File: src/rtl/bus_arb_rr.sv
// Shared-bus arbiter: fixed-priority or round-robin grant with tenure limit.
// Optional transaction timeout enabled by defining BUS_ARB_TIMEOUT_EN.
module bus_arb_rr #(
  parameter int unsigned NUM_MASTERS    = 4,
  parameter int unsigned MODE           = 1,
  parameter int unsigned MAX_TENURE     = 16,
  parameter int unsigned TIMEOUT_CYCLES = 256
) (
  input  logic                           clk,
  input  logic                           reset,
  input  logic [NUM_MASTERS-1:0]         m_req_,
  output logic [NUM_MASTERS-1:0]         m_grnt_,
  input  logic                           s_as_,
  input  logic                           m_rdy_,
  output logic [$clog2(NUM_MASTERS)-1:0] grnt_id,
  output logic                           grnt_vld,
  output logic                           bus_err
);

  localparam int unsigned ID_W = $clog2(NUM_MASTERS);

  if (NUM_MASTERS < 2 || NUM_MASTERS > 8 || TIMEOUT_CYCLES < 2 || TIMEOUT_CYCLES > 65535) begin : g_bad_param
    $error("bus_arb_rr: parameter out of range");
  end

  typedef enum logic {IDLE, OWNED} state_t;

  state_t                 state;
  logic [ID_W-1:0]        rr_ptr;
  logic [7:0]             ten_cnt;
  logic [7:0]             ten_next;
  logic [NUM_MASTERS-1:0] req;
  logic [NUM_MASTERS-1:0] cand;
  logic                   in_flight;
  logic                   contended;
  logic                   released;
  logic                   ten_hit;
  logic                   to_hit;
  logic                   grnt_chg;
  logic                   win_found;
  logic [ID_W-1:0]        win_id;

  // First requester in policy order; round-robin starts just past the last owner.
  function automatic logic [ID_W:0] pick(input logic [NUM_MASTERS-1:0] c,
                                         input logic [ID_W-1:0] ptr);
    logic [ID_W:0] r;
    int unsigned   idx;
    r = '0;
    for (int unsigned i = 0; i < NUM_MASTERS; i++) begin
      idx = (MODE == 0) ? i : (32'(ptr) + 32'd1 + i) % NUM_MASTERS;
      if (!r[ID_W] && c[ID_W'(idx)]) r = {1'b1, ID_W'(idx)};
    end
    return r;
  endfunction

  // m_grnt_ is high for every non-owner, so this masks out the current owner.
  assign req       = ~m_req_;
  assign cand      = req & m_grnt_;
  assign in_flight = ~s_as_ & m_rdy_;
  assign contended = (state == OWNED) && (|cand);
  assign released  = (state == OWNED) && m_req_[grnt_id];

  assign {win_found, win_id} = pick(cand, rr_ptr);

  always_comb begin
    ten_next = 8'd0;
    if (contended) ten_next = (ten_cnt == 8'hFF) ? ten_cnt : ten_cnt + 8'd1;
  end

  // Tenure expiry counts the current contended cycle; waits for the bus to go quiet.
  assign ten_hit  = (MAX_TENURE != 0) && contended && !in_flight &&
                    (32'(ten_next) >= MAX_TENURE);
  assign grnt_chg = (state == IDLE) ? win_found : (to_hit || ten_hit || released);

`ifdef BUS_ARB_TIMEOUT_EN
  logic [15:0] to_cnt;
  logic [15:0] to_next;

  always_comb begin
    to_next = to_cnt;
    if (!m_rdy_)        to_next = 16'd0;
    else if (in_flight) to_next = (to_cnt == 16'hFFFF) ? to_cnt : to_cnt + 16'd1;
  end

  assign to_hit = (state == OWNED) && in_flight && (32'(to_next) >= TIMEOUT_CYCLES);

  // Stall counter restarts with each new owner.
  always_ff @(posedge clk) begin
    if (reset || grnt_chg || state == IDLE) to_cnt <= 16'd0;
    else                                    to_cnt <= to_next;
  end
`else
  assign to_hit = 1'b0;
`endif

  // Ownership FSM; timeout, tenure and release all collapse into one re-arbitration.
  always_ff @(posedge clk) begin
    if (reset) begin
      state    <= IDLE;
      m_grnt_  <= '1;
      grnt_id  <= '0;
      grnt_vld <= 1'b0;
      bus_err  <= 1'b0;
      ten_cnt  <= 8'd0;
      rr_ptr   <= ID_W'(NUM_MASTERS - 1);
    end else begin
      bus_err <= to_hit;
      if (grnt_chg) begin
        ten_cnt <= 8'd0;
        if (win_found) begin
          state    <= OWNED;
          m_grnt_  <= ~(NUM_MASTERS'(1) << win_id);
          grnt_id  <= win_id;
          grnt_vld <= 1'b1;
          rr_ptr   <= win_id;
        end else begin
          state    <= IDLE;
          m_grnt_  <= '1;
          grnt_id  <= '0;
          grnt_vld <= 1'b0;
        end
      end else begin
        ten_cnt <= (state == OWNED) ? ten_next : 8'd0;
      end
    end
  end

endmodule

File: config.mk
export PLATFORM = sky130hd
export DESIGN_NAME = bus_arb_rr
export DESIGN_NICKNAME = d
export VERILOG_FILES = /design/src/rtl/bus_arb_rr.sv
export SDC_FILE = /design/constraint.sdc
export NUM_CORES = 1
export LEC_CHECK = 0
export ABC_AREA = 0
export ABC_CLOCK_PERIOD_IN_PS = 2000
export BUFFER_PORTS_ARGS = -buffer_cell sky130_fd_sc_hd__buf_2
export CAP_MARGIN = 10
export CORE_MARGIN = 5
export CORE_UTILIZATION = 48
export DETAILED_ROUTE_END_ITERATION = 8
export PLACE_DENSITY = 0.73
export SLEW_MARGIN = 20
export SYNTH_ARGS = -nofsm -noshare
export SYNTH_HDL_FRONTEND = slang
export SYNTH_SLANG_ARGS = --single-unit
File: constraint.sdc
create_clock -name clk -period 2 [get_ports clk]
set_input_delay 0.2 -clock clk [delete_from_list [all_inputs] [get_ports clk]]
set_output_delay 0.2 -clock clk [all_outputs]
set_load 0.03 [all_outputs]
==> flow_summary.ini <==
[sta]
skew_ps = 9.08
fin_crit_ps = 1880
rsz0062_at_grt = false
slew_headroom_pct = 54.1
setup_ws_ps = 117
timing.final.max_slew_violations = 0
hold_violations = 0
setup_tns_ps = 0
fmax_ghz = 0.531
holdWs_ps = 134
worst-slew-pin-transition_ps = 683
setup_viol_count_final = 0
min_period_over_period_pct = 94.1

[finish]
finish.net_count = 126
fin_util_pct = 60.0
multi_input_area_um2 = 527
n_fill_cell = 158
instances_no_fill = 141
syn_to_final_growth_pct = 16.9
seqCellArea_um2 = 343
n_antenna_cell = 0
drive_above_1_share_pct = 27.6

[setup_path]
end_kind = flop
cp_max_fo = 4
crit_chain = ha_2 > a31oi_2 > a2111oi_4 > o31ai_2 > or3_1 > o22a_1
worst-setup-path-type = flop to flop
crit_arrival_ps = 2070
worst_ep_required_time_ps = 2180
slowest_stage = or3_1
critPathMaxStageDelay_ps = 400
cp-start-kind = flop

[cts]
cts_setup_buffers = 0
clk_pin_slew_ps = 110
clock_sinks = 17
htree_levels = 1
cts_tree = done
clockBufferDepth = 2
cts-root-buf = clkbuf_4
cts_buffers = 3
clk_latency_ps = 290

[place]
dp_hpwl_um = 1430
placedCellCount = 137
dp_slack_ps = 47.3
routabilityCongestion = 0.787
portBuffers = 14

[drt]
wl_um = 1830
drt-wirelength-per-cell_um = 13.0
vias = 789
drt_pass1_iterations = 4
drc_errors = 0
drtIter0Drc = 30
vias_per_cell = 5.60
ant_nets = 0

[synth]
synth_nets = 106
synth_fa_ha_area_share_pct = 1.40
synthFlopType = dfxtp_1
synth_area_per_cell_um2 = 9.24
synth_top_family_by_area = compound AO/OA/AOI/OAI gates
synth-xor-area-share_pct = 2.93
yosys-mux-area-fraction_pct = 4.75
synth_edf_count = 0
syn_inst = 97
ys_ff_latch = 17
yosys_warnings = 0
synthArstFlopShare_pct = 0
yosysSeqAreaShare_pct = 38.0
synthSimpleGateAreaFrac_pct = 23.0
syn_area_um2 = 896
synth_compound_area_share_pct = 24.4
yosys.cell_types.count = 36

[flow_run]
cap_violations = 0

[floorplan]
core_region_area_mm2 = 0.00175
dieArea_mm2 = 0.00283
start_util_pct = 51.3
rows = 15
io_pins = 16
fp.dieW_um = 53.2
fp.dieH_um = 53.2

[outcome]
status = complete, no violations

[min_path]
hold_class = input port to flop

[global_routing]
antenna_found_initial = 0
grt_pass1_wl_um = 3210
overflow = 0
track_usage_pct = 15.2
grt_max_degree = 11
grt_pass1_vias = 731

[pwr]
vdd_drop_max_mv = 0.468
power_density_mw_per_mm2 = 824
p_leak_nw = 0.408
[state kept, by name (all words and copies together), names as in the netlist]
signal	count
ten_cnt	8
m_grnt_	4
grnt_id	2
rr_ptr	2
state	1
[layer usage]
metal	GRT usage, %	wire [um]	up-vias
met3	3.66	64	2
met2	24.3	841	10
met4	3.83	8	0
met5	0	0	-
met1	20.2	920	375
li1	-	-	402
[area by class of cell]
cell class	count	share of cell area, %
clock inverters	1	0.478
repair buffers	17	8.84
well taps	25	2.99
clock buffers	3	2.15
flip-flops and latches	17	32.7
inverters	7	2.51
multi-input cells	71	50.3
[cells in the final DEF, fill, tap and decap left out, types with 3 or more instances in the layout]
cell type | synthesis | final
a21oi_1 | 6 | 6
buf_2 | 0 | 14
buf_4 | 1 | 3
clkbuf_4 | 0 | 3
dfxtp_1 | 17 | 15
inv_1 | 7 | 7
nand2b_1 | 5 | 5
nand3_1 | 6 | 6
nor2_1 | 6 | 6
nor2b_1 | 5 | 5
o211ai_1 | 3 | 3
o22a_1 | 4 | 4
[cells in the mapped netlist, types with 2 or more instances]
master / n / area [um^2]
a21oi_1: 6 / 30.0
a31oi_1: 2 / 12.5
dfxtp_1: 17 / 340
inv_1: 7 / 26.3
mux2i_1: 2 / 20.0
nand2_1: 3 / 11.3
nand2b_1: 5 / 31.3
nand3_1: 6 / 30.0
nor2_1: 6 / 22.5
nor2b_1: 5 / 31.3
nor3_1: 2 / 10.0
o211ai_1: 3 / 22.5
o21ai_0: 3 / 15.0
o22a_1: 4 / 35.0
o31a_1: 2 / 17.5
o32ai_1: 2 / 17.5
or3_1: 2 / 12.5
xnor2_1: 2 / 17.5
[where the power goes]
group | leakage [nW] | total, W | switching (W) | internal, W
sequential | 0.140 | 0.000410 | 0.0000340 | 0.000376
clock | 0.0177 | 0.000182 | 0.000108 | 0.0000742
combinational | 0.250 | 0.000270 | 0.000158 | 0.000112
[logic make-up (layout without fill, tap and decap cells)]
group / Yosys count / after routing
mux: 3 / 3
fa+ha+maj: 1 / 1
flops: 17 / 17
xor+xnor: 3 / 3
compound gates: 27 / 27
simple gates: 36 / 36
buf+inv: 9 / 28
other cells: 1 / 1
[worst max-delay path: cells and delay by family (launching register included)]
| kind | cells | cell delay [ps] |
|---|---|---|
| AOI/OAI and AO/OA | 4 | 780 |
| and+or+nand+nor | 1 | 400 |
| DFF | 1 | 380 |
| adders and majority gates | 1 | 220 |
[through the flow]
| step | power (W) | instance area [um^2] |
|---|---|---|
| floorplan | 0.000600 | 896 |
| global placement | 0.000681 | 1000 |
| detailed placement | 0.000684 | 1000 |
| CTS | 0.000867 | 1030 |
| global route | 0.000918 | 1050 |
| finish | 0.000863 | 1050 |
[what timing repair did]
item                                    CTS  global route
resized for setup                         0             7
hold buffers                              0             0
endpoints found under the setup margin    0            14
[worst paths after layout]
path	startpoint	to	slack (ps)	cells after the start
setup / recovery	ten_cnt[0]	m_grnt_[2]	120	6
hold reg to reg	grnt_id[1]	grnt_id[1]	500	2
hold / removal	reset	state	130	2
setup reg to reg	ten_cnt[0]	m_grnt_[2]	120	6
Power figures use the tool's default switching activity.
